==> src/rtl/rv_pkg.sv <==
// Shared RV32 encoding constants: format codes, opcodes, immediate limits, field bundle.
package rv_pkg;

    localparam int unsigned XLEN      = 32;
    localparam int unsigned REG_W     = 5;
    localparam int unsigned F3_W      = 3;
    localparam int unsigned OPC_W     = 7;
    localparam int unsigned FMT_W     = 2;
    localparam int unsigned ERR_CNT_W = 8;

    typedef enum logic [FMT_W-1:0] {
        FMT_LOAD    = 2'd0,
        FMT_ALU_IMM = 2'd1,
        FMT_STORE   = 2'd2,
        FMT_BRANCH  = 2'd3
    } fmt_e;

    localparam logic [OPC_W-1:0] OPC_LOAD    = 7'b0000011;
    localparam logic [OPC_W-1:0] OPC_ALU_IMM = 7'b0010011;
    localparam logic [OPC_W-1:0] OPC_STORE   = 7'b0100011;
    localparam logic [OPC_W-1:0] OPC_BRANCH  = 7'b1100011;

    // Signed immediate limits: 12-bit I/S, 13-bit even B offset
    localparam int IMM_IS_MIN = -2048;
    localparam int IMM_IS_MAX = 2047;
    localparam int IMM_B_MIN  = -4096;
    localparam int IMM_B_MAX  = 4094;

    typedef struct packed {
        fmt_e              fmt;
        logic [REG_W-1:0]  rd;
        logic [REG_W-1:0]  rs1;
        logic [REG_W-1:0]  rs2;
        logic [F3_W-1:0]   funct3;
        logic [XLEN-1:0]   imm;
    } fields_t;

    // True when imm is representable in the given format's immediate field
    function automatic logic imm_in_range(fmt_e fmt, logic [XLEN-1:0] imm);
        int v;
        v = int'($signed(imm));
        if (fmt == FMT_BRANCH) begin
            return (v >= IMM_B_MIN) && (v <= IMM_B_MAX) && !imm[0];
        end
        return (v >= IMM_IS_MIN) && (v <= IMM_IS_MAX);
    endfunction

endpackage

==> src/rtl/instr_pack.sv <==
// Pure field-to-word mapping for I/S/B instruction formats.
module instr_pack
    import rv_pkg::*;
(
    input  fields_t           fields,
    output logic [XLEN-1:0]   instr_c
);

    // Immediate bits above the widest field are never encoded
    logic unused_imm_c;
    assign unused_imm_c = ^fields.imm[XLEN-1:13];

    // Place each field at its format-specific bit position
    always_comb begin
        instr_c = '0;
        case (fields.fmt)
            FMT_LOAD:    instr_c = {fields.imm[11:0], fields.rs1, fields.funct3, fields.rd, OPC_LOAD};
            FMT_ALU_IMM: instr_c = {fields.imm[11:0], fields.rs1, fields.funct3, fields.rd, OPC_ALU_IMM};
            FMT_STORE:   instr_c = {fields.imm[11:5], fields.rs2, fields.rs1, fields.funct3,
                                    fields.imm[4:0], OPC_STORE};
            FMT_BRANCH:  instr_c = {fields.imm[12], fields.imm[10:5], fields.rs2, fields.rs1,
                                    fields.funct3, fields.imm[4:1], fields.imm[11], OPC_BRANCH};
            default:     instr_c = '0;
        endcase
    end

endmodule

==> src/rtl/instr_encoder.sv <==
// Instruction encoder: one-deep output register with address counter.
// Optional immediate range rejection enabled by defining IMM_RANGE_CHECK_EN.
module instr_encoder
    import rv_pkg::*;
#(
    parameter int unsigned       ADDR_W    = 8,
    parameter logic [ADDR_W-1:0] BASE_ADDR = '0
) (
    input  logic                  clk,
    input  logic                  rst,
    input  logic                  clear,
    input  logic                  in_valid,
    output logic                  in_ready,
    input  logic [FMT_W-1:0]      in_fmt,
    input  logic [REG_W-1:0]      in_rd,
    input  logic [REG_W-1:0]      in_rs1,
    input  logic [REG_W-1:0]      in_rs2,
    input  logic [F3_W-1:0]       in_funct3,
    input  logic [XLEN-1:0]       in_imm,
    output logic                  out_valid,
    input  logic                  out_ready,
    output logic [XLEN-1:0]       out_instr,
    output logic [ADDR_W-1:0]     out_addr,
    output logic                  err,
    output logic [ERR_CNT_W-1:0]  err_count
);

    typedef enum logic {EMPTY = 1'b0, FULL = 1'b1} state_e;

    state_e              state_q, state_d;
    logic [XLEN-1:0]     instr_q, instr_d;
    logic [ADDR_W-1:0]   addr_q, addr_d;
    logic [ADDR_W-1:0]   cnt_q, cnt_d;
    logic [ADDR_W-1:0]   base_c;
    logic                accept_c, take_c, emit_c, reject_c;
    fields_t             fields_c;
    logic [XLEN-1:0]     pack_instr_c;

    assign fields_c = '{fmt: fmt_e'(in_fmt), rd: in_rd, rs1: in_rs1, rs2: in_rs2,
                        funct3: in_funct3, imm: in_imm};

    instr_pack u_pack (
        .fields  (fields_c),
        .instr_c (pack_instr_c)
    );

    assign in_ready = (state_q == EMPTY) || out_ready;
    assign accept_c = in_valid && in_ready;
    assign take_c   = (state_q == FULL) && out_ready;

`ifdef IMM_RANGE_CHECK_EN
    logic                 err_q, err_d;
    logic [ERR_CNT_W-1:0] err_count_q, err_count_d;

    assign reject_c = accept_c && !imm_in_range(fmt_e'(in_fmt), in_imm);

    // Rejection pulse and saturating rejection count
    always_comb begin
        err_d       = reject_c;
        err_count_d = err_count_q;
        if (reject_c && (err_count_q != {ERR_CNT_W{1'b1}})) begin
            err_count_d = err_count_q + ERR_CNT_W'(1);
        end
    end

    // Error registers
    always_ff @(posedge clk) begin
        if (rst) begin
            err_q       <= 1'b0;
            err_count_q <= '0;
        end else begin
            err_q       <= err_d;
            err_count_q <= err_count_d;
        end
    end

    assign err       = err_q;
    assign err_count = err_count_q;
`else
    assign reject_c  = 1'b0;
    assign err       = 1'b0;
    assign err_count = '0;
`endif

    assign emit_c = accept_c && !reject_c;

    // Next state, output word capture and address counter update
    always_comb begin
        state_d = state_q;
        instr_d = instr_q;
        addr_d  = addr_q;
        base_c  = clear ? BASE_ADDR : cnt_q;
        cnt_d   = base_c;
        if (emit_c) begin
            instr_d = pack_instr_c;
            addr_d  = base_c;
            cnt_d   = base_c + ADDR_W'(4);
        end
        case (state_q)
            EMPTY:   if (emit_c) state_d = FULL;
            FULL:    if (take_c && !emit_c) state_d = EMPTY;
            default: state_d = EMPTY;
        endcase
    end

    // State and datapath registers
    always_ff @(posedge clk) begin
        if (rst) begin
            state_q <= EMPTY;
            instr_q <= '0;
            addr_q  <= BASE_ADDR;
            cnt_q   <= BASE_ADDR;
        end else begin
            state_q <= state_d;
            instr_q <= instr_d;
            addr_q  <= addr_d;
            cnt_q   <= cnt_d;
        end
    end

    assign out_valid = (state_q == FULL);
    assign out_instr = instr_q;
    assign out_addr  = addr_q;

endmodule

==> config.mk <==
export PLATFORM = sky130hd
export DESIGN_NAME = instr_encoder
export DESIGN_NICKNAME = d
export VERILOG_FILES = /design/src/rtl/rv_pkg.sv /design/src/rtl/instr_pack.sv /design/src/rtl/instr_encoder.sv
export SDC_FILE = /design/constraint.sdc
export NUM_CORES = 1
export LEC_CHECK = 0
export ABC_AREA = 1
export BUFFER_PORTS_ARGS = -buffer_cell sky130_fd_sc_hd__buf_2
export CORE_MARGIN = 5
export CORE_UTILIZATION = 47
export DETAILED_ROUTE_END_ITERATION = 8
export GPL_TIMING_DRIVEN = 1
export PLACE_DENSITY = 0.87
export SETUP_SLACK_MARGIN = 0.05
export SYNTH_ARGS = -nofsm -noshare
export SYNTH_HDL_FRONTEND = slang
export SYNTH_SLANG_ARGS = --single-unit
==> constraint.sdc <==
create_clock -name clk -period 2.6 [get_ports clk]
set_clock_uncertainty 0.05 [all_clocks]
set_input_delay 0.13 -clock clk [delete_from_list [all_inputs] [get_ports clk]]
set_output_delay 0.13 -clock clk [all_outputs]
set_load 0.01 [all_outputs]
==> results of run 1 <==
-- cells by family after synthesis --
group,Yosys count
buf+inv,49
fa+ha+maj,1
other cells,1
simple gates,109
compound gates,59
flops,46
-- stage by stage --
| stage | area, um^2 | util |
|---|---|---|
| after floorplan | 1980 | - |
| after global placement | 2260 | 0.566 |
| after detailed placement | 2260 | 0.566 |
| after CTS | 2350 | 0.588 |
| after global routing | 2350 | 0.588 |
| final | 2350 | 0.588 |
-- area by class of cell --
class | instances | area [um^2] | share of cell area
Tap cell | 50 | 62.6 | 0.0266
Clock inverter | 1 | 5.00 | 0.00213
Inverter | 24 | 90.1 | 0.0383
Timing Repair Buffer | 78 | 393 | 0.167
Sequential cell | 46 | 921 | 0.391
Clock buffer | 7 | 86.3 | 0.0367
Multi-Input combinational cell | 180 | 796 | 0.338
-- layout by cell type (no fill, tap or decap), drive strengths merged, types with 3 or more instances in the layout --
cell / instances
buf: 78
nand2: 51
nor2: 50
dfxtp: 46
o21ai: 33
a21oi: 25
inv: 24
conb: 11
clkbuf: 7
nor3: 3
nand4: 3
-- worst min-delay path by stage --
stage	end	from	slack [ps]	cells after the start
final	out_instr[28]	in_imm[8]	30	3
after floorplan	out_instr[4]	in_fmt[0]	220	2
after detailed placement	out_instr[16]	in_rs1[1]	340	3
after global placement	out_instr[14]	in_funct3[2]	330	3
after CTS	out_instr[27]	in_imm[7]	20	3
after global routing	out_instr[12]	in_funct3[0]	40	3
-- routing by layer --
| layer | routed length [um] | part of all wire |
|---|---|---|
| met1 | 1900 | 0.43 |
| met5 | 0 | 0 |
| met3 | 481 | 0.11 |
| met4 | 76 | 0.017 |
| met2 | 1930 | 0.44 |
-- registers in the layout, summed over array words and instances (netlist names) --
signal     flops
out_addr       8
out_instr     29
out_valid      1
cnt_q          8
-- synthesized netlist by cell type --
| cell | instances | area [um^2] |
|---|---|---|
| nor2_1 | 50 | 188 |
| nand2_1 | 49 | 184 |
| dfxtp_1 | 46 | 921 |
| o21ai_0 | 33 | 165 |
| a21oi_1 | 24 | 120 |
| inv_1 | 22 | 82.6 |
| buf_4 | 15 | 113 |
| buf_2 | 3 | 15.0 |
| buf_6 | 3 | 33.8 |
| clkbuf_1 | 3 | 11.3 |
| nand4_1 | 3 | 18.8 |
| nor3_1 | 3 | 15.0 |
| inv_2 | 2 | 7.51 |
| nand3_1 | 2 | 10.0 |
| a21oi_4 | 1 | 16.3 |
| buf_1 | 1 | 3.75 |
| conb_1 | 1 | 3.75 |
| ha_1 | 1 | 12.5 |
| nand2_2 | 1 | 6.26 |
| nand2_4 | 1 | 11.3 |
| o211ai_1 | 1 | 7.51 |
-- worst max-delay path, delay by kind of cell (launching register included) --
family / cells / cell delay, ps
and+or+nand+nor: 1 / 180
DFF: 1 / 370
buffers and inverters: 1 / 360
AOI/OAI and AO/OA: 2 / 540
-- power by group --
group / switching, mW / internal [mW]
Clock: 0.226 / 0.215
Sequential: 0.0185 / 0.745
Combinational: 0.127 / 0.0804
Total: 0.372 / 1.04
==> impl_results.md, run 1 <==
* Total Power at 1.41 mW
* Fraction of synthesized area in multiplexers at 0
* Status: finished clean
* Crit path to: out_instr[7]
* First-pass GRT wire length at 7.18 mm
* Root buf cell: clkbuf_8
* Final Critical Period at 1580 ps
* Final WS setup at 1020 ps
* Core area at 4000 um^2
* P_leak at 1.18 nW
* Final wirelength at 4.38 mm
* Worst-path fanout max at 28
* Cell Pwr Density at 600 nW/um^2
* Critical R2R Capture: out_instr[7]
* Initial Util at 0.486
* Max-cap viol count at 0
* GR peak layer: met2
* Largest family of logic cells by synthesized area: simple AND/OR/NAND/NOR gates
* Pre-CTS setup slack at 1040 ps
* R2R depth at 4
* Reg-to-reg slack, setup at 1020 ps
* Wire per inst at 11.4 um
* Starting DRT DRC Count at 52
* Post-CTS sizing at 0
* Area grow syn2layout at 21.0%
* H-tree depth at 2
* CP Cell Sequence: a21oi_4 > buf_4 > o21ai_0 > nor3_1
* Largest net degree at the start of global routing at 36
* Data arrival time of the critical path at 1750 ps
* Seq cells post-synth at 46
* Final Hold Fails at 0
* # placed instances at 378
* Vias in the first global route at 1676
* Post-Synth Adder-Cell Area at 0.00643
* Sink Count at 46
* Yosys cell types at 21
* Syn_area_per_cell at 7.34 um^2
* Final setup violation count at 0
* RSZ-0062 raised after global routing: no
* Vias/cell at 4.74
* Die area at 5530 um^2
* Setup TNS at 0 ps
* Antenna Violating Nets Remaining at 0
* Max rail drop VDD at 0.244 mV
* Skew-Pair Late Insertion Delay at 300 ps
* Io pins at 108
* Slew HR at 0.611
* CTS tree: done
* Synthesized cell area at 1950 um^2
* Nets at 393
* Hold WS at 30.0 ps
* Met2 Use GR at 0.282
* Yosys warns at 0
* Critical path's slowest cell: a21oi_4
* Total congestion overflow at 0
* DRC violations left at 0
* Simple-Gate Fraction of Synth Area at 0.223
* Vias post-DR at 1829
* Critical path required time at 2770 ps
* Hpwl dp at 3.19 mm
* Gpl congestion at 0.855
* Clock buffer depth at 2
* Xor/xnor cell area share of the yosys netlist at 0
* Num rows at 23
* Total CTS buffers at 5
* Seq/Total Area, Yosys at 0.473
* Startpoint types: flip-flop
* GR Layer Usage met3 at 0.0703
* Post-CTS Hold Fix Bufs at 0
* Part of the cycle the worst path needs at 0.608
* Worst-path clk slew at 80 ps
* Max stage delay on crit path at 420 ps
* Setup crit end kind: flip-flop
* Drt first pass iters at 4
* Initial antenna violation count at 0
* Mapped Cells at 265
* Total GRT Usage at 0.168
* Worst-margin pin slew at 581 ps
* Share of layout cells above drive strength 1 at 0.268
* Antenna diodes at 0
* Setup bufs post-CTS at 0
* R2r startpoint: out_valid
* Crit path launch: out_valid
* Fmax at 633 MHz
* Port Buf Inserts at 77
* CP Class: reg -> reg
* Compound-gate portion of the synthesized area at 0.159
* Die Width at 74.3 um
* Hold Crit Class: in -> reg
* Die Ht at 74.3 um
* Fillers at 388
* Fin. max-slew vios at 0
* GR Util met1 at 0.188
* Finished Layout Cells at 386
(Power assumes the default switching activity.)
==> run 2, diff against run 1 <==
Settings changed: CORE_UTILIZATION 47 to 44, PLACE_DENSITY 0.87 to 0.82.
Clock period 2.6 ns to 1.5 ns, I/O delays scaled along.
==> run 2 against run 1 <==
Effect of this change: final area is 7.1% higher; sequential power is 74% higher; via count is 2.3% higher; worst setup slack worse by 860 ps; final cell count is 4.7% higher; critical path type unchanged; critical path depth is 1 higher; flip-flop and latch count stayed put; hold slack worse by 30 ps; die area is 5.9% higher; clock power is 74% higher; sequential share of layout area is 2.6 points lower; fmax is 18% higher.
==> impl_results.md, run 2 (synthesis gave the netlist of run 1 again) <==
* Initial antenna violation count at 0
* Vias/cell at 4.63
* Worst-path fanout max at 15
* Share of layout cells above drive strength 1 at 0.264
* Die area at 5850 um^2
* Clock buffer depth at 2
* Largest net degree at the start of global routing at 29
* Hold WS at 0.328 ps
* Critical path's slowest cell: dfxtp_1
* Die Width at 76.5 um
* Nets at 409
* Fin. max-slew vios at 0
* Max-cap viol count at 0
* Most common cell after layout, fill and taps aside: buf_2
* Post-CTS sizing at 0
* Comb power frac at 0.161
* Part of the cycle the worst path needs at 0.895
* P_sw at 658 uW
* Total GRT Usage at 0.161
* Cell Pwr Density at 989 nW/um^2
* Final Critical Period at 1340 ps
* P_leak at 1.26 nW
* Max rail drop VDD at 0.557 mV
* Power Internal at 1.84 mW
* Area grow syn2layout at 29.6%
* Drt first pass iters at 4
* CP Class: reg -> reg
* Clock share of power at 0.308
* Sink Count at 46
* Port Buf Inserts at 77
* Starting DRT DRC Count at 113
* Die Ht at 76.5 um
* Max reg flops at 29
* Total CTS buffers at 5
* Hpwl dp at 3.29 mm
* Antenna diodes at 0
* First-pass GRT wire length at 7.88 mm
* Critical path required time at 1680 ps
* Sequential share of power at 0.532
* Initial Util at 0.450
* Core area at 4320 um^2
* Hold Crit Class: in -> reg
* Worst-path clk slew at 80 ps
* Gpl congestion at 0.823
* Root buf cell: clkbuf_8
* Fmax at 745 MHz
* Num rows at 24
* Vias in the first global route at 1773
* CP Cell Sequence: nand2_4 > nand2_2 > buf_4 > o21ai_0 > nor2_1
* Final Hold Fails at 0
* Skew-Pair Late Insertion Delay at 300 ps
* Antenna Violating Nets Remaining at 0
* Wire per inst at 11.6 um
* Startpoint types: flip-flop
* Status: finished clean
* Max stage delay on crit path at 440 ps
* Sw frac at 0.264
* Most frequent cells in the layout: buf_2, nor2_1, nand2_1
* Io pins at 108
* CTS tree: done
* H-tree depth at 2
* RSZ-0062 raised after global routing: no
* Setup TNS at 0 ps
* DRC violations left at 0
* Final wirelength at 4.69 mm
* Data arrival time of the critical path at 1520 ps
* Vias post-DR at 1871
* Total congestion overflow at 0
* Final setup violation count at 0
* Setup crit end kind: flip-flop
-- run 2: cell type report --
type | instances | area [um^2]
fill | 417 | 1800
inverter | 24 | 90.1
clock buffer | 7 | 86.3
timing repair buffer | 94 | 558
multi-input combinational | 180 | 796
clock inverter | 1 | 5.00
tap | 52 | 65.1
sequential | 46 | 921
-- run 2: stage by stage --
step           instance area, um^2  worst slack (ps)  instances  utilization  total power [mW]
2_1_floorplan                 1980               357        275            -              1.60
3_3_place_gp                  2300               236        383        0.532              1.72
3_5_place_dp                  2300               186        383        0.532              1.73
4_1_cts                       2520               154        404        0.583              2.52
5_1_grt                       2520              60.3        404        0.583              2.62
6_report                      2520               157        404        0.583              2.49
-- run 2: final timing paths --
check / start / end / slack [ps] / cells past startpoint
setup / recovery: out_valid / out_instr[14] / 160 / 5
hold / removal: in_imm[7] / out_instr[27] / 0.3 / 3
setup reg to reg: out_valid / out_instr[14] / 160 / 5
hold reg to reg: cnt_q[1] / cnt_q[1] / 400 / 2
-- run 2: power groups by stage --
| stage | clock [mW] | combinational, mW | sequential (mW) |
|---|---|---|---|
| after global placement | 0 | 0.370 | 1.35 |
| after detailed placement | 0 | 0.377 | 1.35 |
| after CTS | 0.793 | 0.404 | 1.32 |
| final | 0.767 | 0.401 | 1.33 |
| after global routing | 0.836 | 0.450 | 1.34 |
| after floorplan | 0 | 0.214 | 1.38 |
-- run 2: timing repair --
item                      in CTS  in global routing
hold endpoints to repair      13                  0
hold buffers                  13                  0
setup buffers                  0                  0
-- run 2: metal layers --
layer / track usage / wire (um) / vias up
met5: 0 / 0 / -
met4: 0.0577 / 43 / 0
met3: 0.0508 / 386 / 6
met2: 0.283 / 2220 / 65
met1: 0.183 / 2040 / 818
li1: - / - / 982
-- run 2: worst max-delay path: cells and delay by family, from the launching register on --
| family | cells | cell delay [ps] |
|---|---|---|
| flip-flops | 1 | 440 |
| AO/OA/AOI/OAI | 1 | 80 |
| AND/OR/NAND/NOR | 3 | 470 |
| buffers and inverters | 1 | 240 |
==> run 3, diff against run 2 <==
Clock period 1.5 ns to 1.4 ns, I/O delays scaled along.
==> run 3 against run 2 <==
Effect of this change: first-iteration DRC count shrank 39%; largest cell class unchanged; critical path type unchanged; flip-flop and latch count unchanged; fmax up 8.9%; global-route usage decreased by 0.27 points; highest routed layer unchanged; die area did not move; combinational power up 9.7%; wire length is 1.2% lower; critical path depth decreased by 1; worst setup slack better by 10 ps.
==> impl_results.md, run 3 (synthesis gave the netlist of run 1 again) <==
* Final Cell Area at 2570 um^2
* Critical R2R Capture: out_instr[7]
* Status: finished clean
* R2r startpoint: out_valid
* CTS tree: done
* Hold Crit Class: in -> reg
* Initial antenna violation count at 0
* Total CTS buffers at 5
* Startpoint types: flip-flop
* Initial Util at 0.450
* Sink Count at 46
* Crit path to: out_instr[7]
* Die area at 5850 um^2
* Final WS setup at 167 ps
* Worst-path fanout max at 26
* Die Width at 76.5 um
* Most common cell after layout, fill and taps aside: buf_2
* R2R depth at 4
* Clock buffer depth at 2
* Placement Cell Area at 2320 um^2
* Data arrival time of the critical path at 1400 ps
* Starting DRT DRC Count at 69
* Core area at 4320 um^2
* Skew-Pair Late Insertion Delay at 290 ps
* # placed instances at 384
* Setup TNS at 0 ps
* Setup crit end kind: flip-flop
* Worst-path clk slew at 80 ps
* DRC violations left at 0
* Antenna diodes at 0
* Final setup violation count at 0
* Antenna Violating Nets Remaining at 0
* Io pins at 108
* Post-CTS sizing at 0
* Num rows at 24
* Port Buf Inserts at 77
* Wire per inst at 11.4 um
* Vias in the first global route at 1838
* Largest net degree at the start of global routing at 29
* P_leak at 1.28 nW
* Nets at 411
* Gpl congestion at 0.840
* Total GRT Usage at 0.159
* Drt first pass iters at 4
* Fin. max-slew vios at 0
* Part of the cycle the worst path needs at 0.881
* Layout Utilization at 0.594
* Setup bufs post-CTS at 0
* CP Class: reg -> reg
* Final Critical Period at 1230 ps
* Max rail drop VDD at 0.737 mV
* Vias post-DR at 1922
* Die Ht at 76.5 um
* Critical path required time at 1570 ps
* Root buf cell: clkbuf_8
* Hold WS at 12.2 ps
* Cell Pwr Density at 1100 nW/um^2
* Final wirelength at 4.64 mm
* Final Hold Fails at 0
* Fmax at 811 MHz
* Reg-to-reg slack, setup at 170 ps
* First-pass GRT wire length at 7.81 mm
* Total Power at 2.82 mW
* Max-cap viol count at 0
* Crit path launch: out_valid
* RSZ-0062 raised after global routing: no
* Hpwl dp at 3.29 mm
* H-tree depth at 2
* Finished Layout Cells at 406
* Total congestion overflow at 0
* Pre-CTS setup slack at 182 ps
* Share of layout cells above drive strength 1 at 0.268
* Post-CTS Hold Fix Bufs at 14
* Area grow syn2layout at 32.0%
* Max reg flops at 29
* Most frequent cells in the layout: buf_2, nor2_1, nand2_1
* Vias/cell at 4.73
==> run 3: cell count changes in the layout (fill, tap and decap cells not counted), sizes merged <==
cell and change:
bufinv +1, dlygate4sd3 +1, buf +1, clkbuf -2, clkinv +1
==> run 3: worst min path at each step <==
stage	start	to	slack (ps)	cells after the start
after floorplan	in_fmt[0]	out_instr[4]	160	2
after global placement	in_rs1[1]	out_instr[16]	270	3
after detailed placement	in_rs1[1]	out_instr[16]	270	3
after CTS	in_fmt[0]	out_instr[31]	2	3
after global routing	in_fmt[0]	out_instr[31]	10	3
final	in_fmt[0]	out_instr[31]	10	3
==> run 3: worst max-delay path: stages (launching register included) <==
cell and delay [ps]:
dfxtp_1 370, a21oi_4 260, buf_12 200, o21ai_0 80
nor3_1 200
==> run 3: final cells by class <==
class                   count  area [um^2]
repair buffers             96          588
fillers                   395         1760
clock inverters             3         40.0
multi-input cells         180          796
flip-flops and latches     46          921
clock buffers               5         68.8
well taps                  52         65.1
inverters                  24         90.1
==> run 3: layer usage <==
| metal | track usage | share of wire |
|---|---|---|
| met2 | 0.279 | 0.48 |
| met3 | 0.0520 | 0.099 |
| met5 | 0 | 0 |
| met1 | 0.172 | 0.40 |
| met4 | 0.0682 | 0.017 |
==> run 3: power breakdown <==
group / internal [mW] / switching [mW] / total, mW
clock network: 0.525 / 0.433 / 0.958
logic: 0.194 / 0.246 / 0.440
registers: 1.38 / 0.0353 / 1.42
total: 2.10 / 0.714 / 2.82
